<file path="src/rtl/clp_instr_responder.sv">
// Responder side of the CLP enable/instruction/state handshake; expands one instruction into address commands.
// Optional build macro CLP_RESP_PERF_CNT_EN adds the instr_cnt/stall_cnt performance counters.
module clp_instr_responder #(
  parameter int unsigned INSTR_W  = 100,
  parameter int unsigned ADDR_W   = 16,
  parameter int unsigned MIN_BUSY = 2
) (
  input  logic               clk,
  input  logic               rst_n,
  input  logic               enable,
  input  logic [INSTR_W-1:0] instruction,
  output logic               state,
  output logic               cmd_valid,
  input  logic               cmd_ready,
  output logic [3:0]         cmd_op,
  output logic [ADDR_W-1:0]  cmd_in_addr,
  output logic [ADDR_W-1:0]  cmd_w_addr,
  output logic [ADDR_W-1:0]  cmd_out_addr,
  output logic               cmd_last,
  output logic               err
`ifdef CLP_RESP_PERF_CNT_EN
  ,
  output logic [31:0]        instr_cnt,
  output logic [31:0]        stall_cnt
`endif
);

  typedef enum logic [1:0] {
    S_IDLE,
    S_DECODE,
    S_RUN,
    S_DONE
  } fsm_t;

  localparam logic [3:0]  OP_NOP  = 4'd0;
  localparam logic [3:0]  OP_POOL = 4'd2;
  localparam logic [31:0] BUSY_M1 = 32'(MIN_BUSY - 1);

  fsm_t              fsm;
  logic              armed;
  logic [ADDR_W-1:0] in_base_q;
  logic [ADDR_W-1:0] out_base_q;
  logic [ADDR_W-1:0] w_base_q;
  logic [7:0]        rows_q;
  logic [7:0]        cols_q;
  logic [7:0]        chans_q;
  logic [7:0]        col_q;
  logic [7:0]        row_q;
  logic [7:0]        chan_q;
  logic [31:0]       busy_cnt;

  logic              accept;
  logic              handshake;
  logic              illegal_op;
  logic              empty_job;
  logic              col_wrap;
  logic              row_wrap;
  logic [7:0]        nxt_col;
  logic [7:0]        nxt_row;
  logic [7:0]        nxt_chan;
  logic              nxt_last;
  logic              unused_rsvd;

  assign unused_rsvd = &{1'b0, instruction[23:0]};

  assign accept     = (fsm == S_IDLE) && enable && armed;
  assign handshake  = cmd_valid && cmd_ready;
  assign illegal_op = cmd_op > OP_POOL;
  assign empty_job  = (cmd_op == OP_NOP) || (rows_q == '0) || (cols_q == '0) || (chans_q == '0);

  // Next loop indices for the col (inner) / row / chan (outer) nest, plus the look-ahead last flag.
  always_comb begin
    col_wrap = (col_q == cols_q - 8'd1);
    row_wrap = (row_q == rows_q - 8'd1);
    nxt_col  = col_wrap ? '0 : col_q + 8'd1;
    nxt_row  = row_q;
    nxt_chan = chan_q;
    if (col_wrap) begin
      nxt_row = row_wrap ? '0 : row_q + 8'd1;
      if (row_wrap) nxt_chan = chan_q + 8'd1;
    end
    nxt_last = (nxt_chan == chans_q - 8'd1) && (nxt_row == rows_q - 8'd1) &&
               (nxt_col == cols_q - 8'd1);
  end

  always_ff @(posedge clk or negedge rst_n) begin
    if (!rst_n) begin
      fsm          <= S_IDLE;
      armed        <= 1'b1;
      state        <= 1'b0;
      cmd_valid    <= 1'b0;
      cmd_last     <= 1'b0;
      cmd_op       <= '0;
      cmd_in_addr  <= '0;
      cmd_w_addr   <= '0;
      cmd_out_addr <= '0;
      err          <= 1'b0;
      in_base_q    <= '0;
      out_base_q   <= '0;
      w_base_q     <= '0;
      rows_q       <= '0;
      cols_q       <= '0;
      chans_q      <= '0;
      col_q        <= '0;
      row_q        <= '0;
      chan_q       <= '0;
      busy_cnt     <= '0;
    end else begin
      if (!enable) armed <= 1'b1;
      if (fsm != S_IDLE && busy_cnt != '1) busy_cnt <= busy_cnt + 32'd1;

      case (fsm)
        S_IDLE: begin
          if (accept) begin
            cmd_op     <= instruction[99:96];
            in_base_q  <= ADDR_W'(instruction[95:80]);
            out_base_q <= ADDR_W'(instruction[79:64]);
            w_base_q   <= ADDR_W'(instruction[63:48]);
            rows_q     <= instruction[47:40];
            cols_q     <= instruction[39:32];
            chans_q    <= instruction[31:24];
            armed      <= 1'b0;
            err        <= 1'b0;
            state      <= 1'b1;
            busy_cnt   <= '0;
            fsm        <= S_DECODE;
          end
        end
        S_DECODE: begin
          if (illegal_op) begin
            err <= 1'b1;
            fsm <= S_DONE;
          end else if (empty_job) begin
            fsm <= S_DONE;
          end else begin
            col_q        <= '0;
            row_q        <= '0;
            chan_q       <= '0;
            cmd_in_addr  <= in_base_q;
            cmd_w_addr   <= w_base_q;
            cmd_out_addr <= out_base_q;
            cmd_valid    <= 1'b1;
            cmd_last     <= (rows_q == 8'd1) && (cols_q == 8'd1) && (chans_q == 8'd1);
            fsm          <= S_RUN;
          end
        end
        S_RUN: begin
          if (handshake) begin
            if (cmd_last) begin
              cmd_valid <= 1'b0;
              cmd_last  <= 1'b0;
              fsm       <= S_DONE;
            end else begin
              col_q        <= nxt_col;
              row_q        <= nxt_row;
              chan_q       <= nxt_chan;
              cmd_last     <= nxt_last;
              cmd_out_addr <= cmd_out_addr + 1'b1;
              // The input pointer restarts at in_base whenever a new channel begins.
              if (col_wrap && row_wrap) begin
                cmd_in_addr <= in_base_q;
                cmd_w_addr  <= w_base_q + ADDR_W'(nxt_chan);
              end else begin
                cmd_in_addr <= cmd_in_addr + 1'b1;
              end
            end
          end
        end
        S_DONE: begin
          // busy_cnt counts busy cycles already completed, so this DONE cycle makes busy_cnt+1.
          if (busy_cnt >= BUSY_M1) begin
            state <= 1'b0;
            fsm   <= S_IDLE;
          end
        end
        default: fsm <= S_IDLE;
      endcase
    end
  end

`ifdef CLP_RESP_PERF_CNT_EN
  always_ff @(posedge clk or negedge rst_n) begin
    if (!rst_n) begin
      instr_cnt <= '0;
      stall_cnt <= '0;
    end else begin
      if (accept && instr_cnt != '1) instr_cnt <= instr_cnt + 32'd1;
      if (cmd_valid && !cmd_ready && stall_cnt != '1) stall_cnt <= stall_cnt + 32'd1;
    end
  end
`endif

endmodule
</file>
<file path="config.mk">
export PLATFORM = sky130hd
export DESIGN_NAME = clp_instr_responder
export DESIGN_NICKNAME = d
export VERILOG_FILES = /design/src/rtl/clp_instr_responder.sv
export SDC_FILE = /design/constraint.sdc
export NUM_CORES = 1
export LEC_CHECK = 0
export CAP_MARGIN = 20
export CORE_MARGIN = 5
export CORE_UTILIZATION = 35
export DETAILED_ROUTE_END_ITERATION = 7
export DONT_BUFFER_PORTS = 1
export GPL_ROUTABILITY_DRIVEN = 0
export PLACE_DENSITY = 0.5
export SYNTH_ARGS = -nofsm -noshare
export SYNTH_HDL_FRONTEND = slang
export SYNTH_SLANG_ARGS = --single-unit
</file>
<file path="constraint.sdc">
create_clock -name clk -period 5.77 [get_ports clk]
set_input_delay 0.2885 -clock clk [delete_from_list [all_inputs] [get_ports clk]]
set_output_delay 0.2885 -clock clk [all_outputs]
set_load 0.03 [all_outputs]
</file>
==> impl_results.md, run 1 <==
* Final ANT Viol Nets at 0
* Hold Crit Depth at 2
* Routed wire length per instance at 16.8 um
* First-pass DRT Iterations at 5
* Post-DP HPWL at 19300 um
* Worst Path Required at 6.13 ns
* Clock skew at 0.0121 ns
* Synth top area cells: dfrtp_1 (43%), nand2_1 (11%), xor2_1 (4.1%)
* Slack of the worst reg-to-reg path at 0.74 ns
* Worst setup EP type: register
* Post-synthesis cell type count at 77
* Initial antenna violation count at 0
* Crit path to: cmd_w_addr[10]$_DFFE_PN0P_
* Setup TNS Final at 0 ns
* Commonest register cell after synthesis: dfrtp_1
* Worst-path clk slew at 0.07 ns
* H-tree levels at 4
* Post-Route WL at 28700 um
* Synth warn at 0
* Async set-reset flop share out of synthesis at 100%
* Clock tree buffer depth at 2
* Remaining DRCs at 0
* Number of cell rows at 64
* Worst Slack Setup Final at 0.743 ns
* CP Max Fanout at 9
* Outcome: finished clean
* Endpoints failing setup at 0
* DRT iter0 DRCs at 546
* Global-route usage over all layers at 17.0%
* GRT overflow at 0
* Worst Setup Path Type: register to register
* Fmax at 199 MHz
* I/O pin cnt at 160
* Final instance area at 12500 sq um
* I/O Buffers at 0
* Final period util at 87.1%
* Yosys top cell by area: dfrtp_1
* Commonest cells post-synth: nand2_1 (319), dfrtp_1 (186), o21ai_0 (85)
* Seq cells post-synth at 187
* Slew @ Worst Pin at 0.993 ns
* Share of layout cells above drive strength 1 at 5.55%
* Hold WC Path Type: input port to register
* Placeable Area at 30400 sq um
* Die Y at 185 um
* Syn Nets at 1398
* Leakage at 5.66 nW
* Min Tclk post-route at 5.03 ns
* Non-filler cells, final at 1712
* Synthesized area at 10700 sq um
* Worst-Skew Late Latency at 0.45 ns
* Critical R2R Launch: cols_q[0]$_DFFE_PN0P_
* Die Width at 185 um
* Vias in the first global route at 8581
* # resized after CTS at 0
* FF-to-FF End: cmd_w_addr[10]$_DFFE_PN0P_
* Inserted Clock Buffers at 17
* Nets at 1439
* Register area share after synthesis at 43.6%
* Area Growth Syn to Fin at 16.1%
* CTS tree: built
* Max cap viols at 0
* Avg Synthesized Cell Area at 8.51 sq um
* Initial Utilization at 35.3%
* Clock tree sinks at 187
* Post-synth top area share at 43.3%
* Place WS at 0.777 ns
* Power Dens Cells at 529 nW/um^2
* Max IR drop VDD at 0.243 mV
* CTS root buffer: clkbuf_16
* Post-synth EDFFs at 0
* Hold Vio Cnt, Final at 0
* Largest net degree at the start of global routing at 188
* Cells after Synth at 1263
* WHS at 0.0127 ns
* Placed insts at 1604
* Vias at 8726
* Reg2reg path depth at 19
* Diode count at 0
* DR vias/cell at 5.10
* RSZ-0062 raised after global routing: no
* Most common cell in the netlist: nand2_1
* CP Data Arrival Time at 5.39 ns
* CP startpoint kind: register
* Post-DP Area at 11100 sq um
* Worst Setup SP: cols_q[0]$_DFFE_PN0P_
* First-pass GRT wire length at 46800 um
* Max-slew violation count at 0
* Relative slew slack at 33.8%
* Die area at 34300 sq um
-- cell type report --
cell class                 count  area [sq um]
tap                          396           495
clock inverter                10           116
fill                        3150         18000
multi-input combinational    974          5680
inverter                      35           131
clock buffer                  21           480
timing repair buffer          89           886
sequential                   187          4680
-- how the worst min path moves through the flow --
stage | start | to
floorplan | rst_n | busy_cnt[0]$_DFF_PN0_
global placement | rst_n | busy_cnt[1]$_DFF_PN0_
detailed placement | rst_n | busy_cnt[1]$_DFF_PN0_
CTS | instruction[41] | rows_q[1]$_DFFE_PN0P_
global route | instruction[41] | rows_q[1]$_DFFE_PN0P_
finish | instruction[32] | cols_q[0]$_DFFE_PN0P_
-- logic make-up (layout without fill, tap and decap cells) --
logic type	Yosys count	after routing	share of synthesized area (%)
flip-flops	187	187	43.6
multiplexers	21	21	2.04
adder cells (fa/ha/maj)	31	31	3.68
AND/OR/NAND/NOR	594	594	25.3
buffers and inverters	102	155	3.86
AO/OA/AOI/OAI	231	231	12.8
XOR/XNOR	97	97	8.75
-- timing repair --
action	CTS	global route
endpoints found under the hold margin	262	0
hold buffers	77	0
setup buffers	0	0
-- layer usage --
metal / GRT usage [%] / share of wire (%) / wire (um)
met2: 28.2 / 49 / 13900
met4: 4.05 / 0.90 / 257
met5: 0 / 0 / 0
met3: 3.10 / 3.2 / 908
met1: 23.2 / 47 / 13600
-- sequential cells by signal, indices dropped and copies added, names as in the netlist, 2 cells and up --
| signal | flops |
|---|---|
| chans_q | 8 |
| cmd_out_addr | 16 |
| cmd_in_addr | 16 |
| col_q | 8 |
| chan_q | 8 |
| w_base_q | 16 |
| cmd_w_addr | 16 |
| rows_q | 8 |
| fsm | 2 |
| cmd_op | 4 |
| cols_q | 8 |
| busy_cnt | 32 |
| out_base_q | 16 |
| row_q | 8 |
| in_base_q | 16 |
-- worst max-delay path, cell delays in order (launching register included) --
cell and delay [ns]:
dfrtp_1 0.48, or3_4 0.43, or4_4 0.49, a21oi_2 0.14
o2111ai_1 0.42, or3_1 0.70, xnor2_1 0.24, ha_1 0.19
inv_1 0.06, fa_1 0.39, inv_1 0.07, a21oi_1 0.05
o21bai_1 0.20, a31o_2 0.22, a21oi_1 0.08, o21bai_1 0.16
and2_1 0.20, nand3_1 0.10, xor2_1 0.17, o21ai_0 0.14
-- cells in the final DEF, fill, tap and decap left out, types with 11 or more instances in the layout --
cell           instances
nor4_1                17
nor3_1                27
nand4_1               11
dfrtp_1              186
o21ai_0               83
xor2_1                50
o22ai_1               25
inv_1                 34
xnor2_1               40
buf_4                 11
ha_1                  29
a21oi_1               65
and3_1                32
clkbuf_16             17
nor2_1                77
mux2i_1               17
nand2_1              319
nand3_1               54
dlygate4sd3_1         76
-- stage by stage --
step           total power [mW]  util, %
3_5_place_dp               5.36     36.4
5_1_grt                    7.14     41.0
6_report                   6.59     41.0
3_3_place_gp               5.30     36.4
2_1_floorplan              4.59        -
4_1_cts                    6.69     41.0
-- power by group --
part           internal [mW]  switching (mW)
Clock                  0.681           0.542
Combinational           1.04            1.68
Sequential              1.77           0.876
Power figures use the tool's default switching activity.
==> inputs of run 2 (changes only) <==
--- a/config.mk
+++ b/config.mk
@@ -6,11 +6,13 @@
 export NUM_CORES = 1
 export LEC_CHECK = 0
 export CAP_MARGIN = 20
+export CORE_ASPECT_RATIO = 0.7
 export CORE_MARGIN = 5
 export CORE_UTILIZATION = 35
 export DETAILED_ROUTE_END_ITERATION = 7
 export DONT_BUFFER_PORTS = 1
 export GPL_ROUTABILITY_DRIVEN = 0
+export GPL_TIMING_DRIVEN = 0
 export PLACE_DENSITY = 0.5
 export SYNTH_ARGS = -nofsm -noshare
 export SYNTH_HDL_FRONTEND = slang
==> constraint.sdc (replaced) <==
create_clock -name clk -period 5.77 [get_ports clk]
set_input_delay 0.2885 -clock clk [delete_from_list [all_inputs] [get_ports clk]]
set_output_delay 0.2885 -clock clk [all_outputs]
set_load 0.005 [all_outputs]
==> impl_results.md, run 2 (synthesized netlist as in run 1, its figures left out) <==
* Worst-path clk slew at 0.07 ns (about the same)
* Area Growth Syn to Fin at 17.8% (was 16.1%)
* Clock tree buffer depth at 2 (unchanged)
* Die area at 34400 sq um (was 34300 sq um)
* Worst path max stage delay at 0.59 ns (was 0.70 ns)
* Remaining DRCs at 0 (unchanged)
* Global-route usage over all layers at 19.4% (was 17.0%)
* Hold Vio Cnt, Final at 0 (unchanged)
* Vias in the first global route at 8714 (was 8581)
* CTS tree: built (unchanged)
* Most common cell after layout, fill and taps aside: nand2_1 (unchanged)
* DRT iter0 DRCs at 736 (was 546)
* Hold-fix buffers, CTS at 79 (was 77)
* Post-CTS setup buffers at 0 (unchanged)
* Slew @ Worst Pin at 1.28 ns (was 0.993 ns)
* Share of layout cells above drive strength 1 at 4.51% (was 5.55%)
* Worst-Skew Late Latency at 0.46 ns (was 0.45 ns)
* CTS root buffer: clkbuf_16 (unchanged)
* Max FFs per register at 32 (unchanged)
* Fmax at 192 MHz (was 199 MHz)
* Largest net degree at the start of global routing at 188 (unchanged)
* Reg2reg path depth at 21 (was 19)
* RSZ-0062 raised after global routing: no (unchanged)
* Die Y at 157 um (was 185 um)
* Hold WC Path Type: input port to register (unchanged)
* Number of cell rows at 53 (was 64)
* Worst Setup Path Type: register to register (unchanged)
* Power Dens Cells at 515 nW/um^2 (was 529 nW/um^2)
* Outcome: finished clean (unchanged)
* Most frequent cells in the layout: nand2_1 (319), dfrtp_1 (186), o21ai_0 (85) (was nand2_1 (319), dfrtp_1 (186), o21ai_0 (83))
* Relative slew slack at 14.9% (was 33.8%)
* Worst setup EP type: register (unchanged)
* Hold Crit Depth at 3 (was 2)
* Leakage at 5.72 nW (was 5.66 nW)
* First-pass DRT Iterations at 5 (unchanged)
* Max cap viols at 0 (unchanged)
* CP Max Fanout at 10 (was 9)
* Final period util at 90.2% (was 87.1%)
* CP Data Arrival Time at 5.53 ns (was 5.39 ns)
* Placeable Area at 30200 sq um (was 30400 sq um)
* GRT overflow at 0 (unchanged)
* Final ANT Viol Nets at 0 (unchanged)
* Worst Path Required at 6.09 ns (was 6.13 ns)
* I/O Buffers at 0 (unchanged)
* I/O pin cnt at 160 (unchanged)
* CP startpoint kind: register (unchanged)
* Vias at 9152 (was 8726)
* Routed wire length per instance at 18.4 um (was 16.8 um)
* Max IR drop VDD at 0.183 mV (was 0.243 mV)
* Crit-path cells: inv_1 -> ha_1 -> nor2b_1 -> mux2i_1 -> nor2_1 -> o21ai_0 -> buf_1 -> nor3_2 -> mux2i_1 -> inv_1 -> ha_1 -> a21o_1 -> a21oi_1 -> o21bai_1 -> a21oi_1 -> o21bai_1 -> a21oi_1 -> o21bai_1 -> nand3_1 -> xor2_1 -> o21ai_0 (was or3_4 -> or4_4 -> a21oi_2 -> o2111ai_1 -> or3_1 -> xnor2_1 -> ha_1 -> inv_1 -> fa_1 -> inv_1 -> a21oi_1 -> o21bai_1 -> a31o_2 -> a21oi_1 -> o21bai_1 -> and2_1 -> nand3_1 -> xor2_1 -> o21ai_0)
* Critical path's slowest cell: buf_1 (was or3_1)
* Post-DP HPWL at 23700 um (was 19300 um)
* Non-filler cells, final at 1786 (was 1712)
* Largest Register: busy_cnt (unchanged)
* Diode count at 0 (unchanged)
* First-pass GRT wire length at 51800 um (was 46800 um)
* Post-Route WL at 32800 um (was 28700 um)
* Place WS at 0.579 ns (was 0.777 ns)
* H-tree levels at 4 (unchanged)
* Filler Cell Count at 2993 (was 3150)
* Initial Utilization at 35.6% (was 35.3%)
* Max-slew violation count at 0 (unchanged)
* Placed insts at 1675 (was 1604)
* DR vias/cell at 5.12 (was 5.10)
* Initial antenna violation count at 0 (unchanged)
* Nets at 1496 (was 1439)
* WHS at 0.0398 ns (was 0.0127 ns)
* Die Width at 219 um (was 185 um)
* Inserted Clock Buffers at 17 (unchanged)
* Endpoints failing setup at 0 (unchanged)
* Clock skew at 0.0131 ns (was 0.0121 ns)
* Min Tclk post-route at 5.20 ns (was 5.03 ns)
* Worst Slack Setup Final at 0.566 ns (was 0.743 ns)
* Clock tree sinks at 187 (unchanged)
* Setup TNS Final at 0 ns (unchanged)
* # resized after CTS at 0 (unchanged)
[run 2: layout make-up]
cell class / count / area [sq um] / share of cell area [%]
timing repair buffer: 79 / 808 / 6.39
buffer: 67 / 283 / 2.23
tap: 412 / 515 / 4.07
multi-input combinational: 974 / 5650 / 44.6
sequential: 187 / 4680 / 37.0
clock inverter: 14 / 159 / 1.26
inverter: 35 / 131 / 1.04
clock buffer: 18 / 429 / 3.39
[run 2: final timing paths]
check | from | endpoint | slack (ns)
setup reg to reg | cols_q[0]$_DFFE_PN0P_ | cmd_w_addr[9]$_DFFE_PN0P_ | 0.57
hold / removal | cmd_ready | cmd_valid$_DFFE_PN0P_ | 0.04
min in group asynchronous | rst_n | cmd_w_addr[12]$_DFFE_PN0P_ | 0.43
hold reg to reg | out_base_q[11]$_DFFE_PN0P_ | out_base_q[11]$_DFFE_PN0P_ | 0.48
setup / recovery | cols_q[0]$_DFFE_PN0P_ | cmd_w_addr[9]$_DFFE_PN0P_ | 0.57
max in group asynchronous | rst_n | out_base_q[0]$_DFFE_PN0P_ | 4.24
[run 2: worst max-delay path, delay by kind of cell (launching register included)]
kind,cells,cell delay [ns]
adders and majority gates,2,0.62
muxes,2,0.63
and+or+nand+nor,4,0.50
xor gates and xnor gates,1,0.18
DFF,1,0.50
buffers and inverters,3,0.84
AOI/OAI and AO/OA,9,1.81
[run 2: routing by layer]
metal / vias up / global-route usage (%) / wire length (um)
met5: - / 0 / 0
li1: 4518 / - / -
met4: 0 / 4.00 / 264
met1: 4422 / 31.3 / 17600
met3: 14 / 3.79 / 1520
met2: 198 / 26.6 / 13400
[run 2: report_power, final]
part           switching, mW  internal, mW  total, mW
Sequential             0.513          1.78       2.29
Combinational           1.94          1.06       3.01
Clock                  0.575         0.648       1.22
[run 2: stage by stage]
step	power, mW	util [%]	cell area, sq um
floorplan	4.26	-	10700
global placement	5.22	37.3	11300
detailed placement	5.25	37.3	11300
CTS	6.58	41.9	12700
global route	7.10	41.9	12700
finish	6.52	41.9	12700
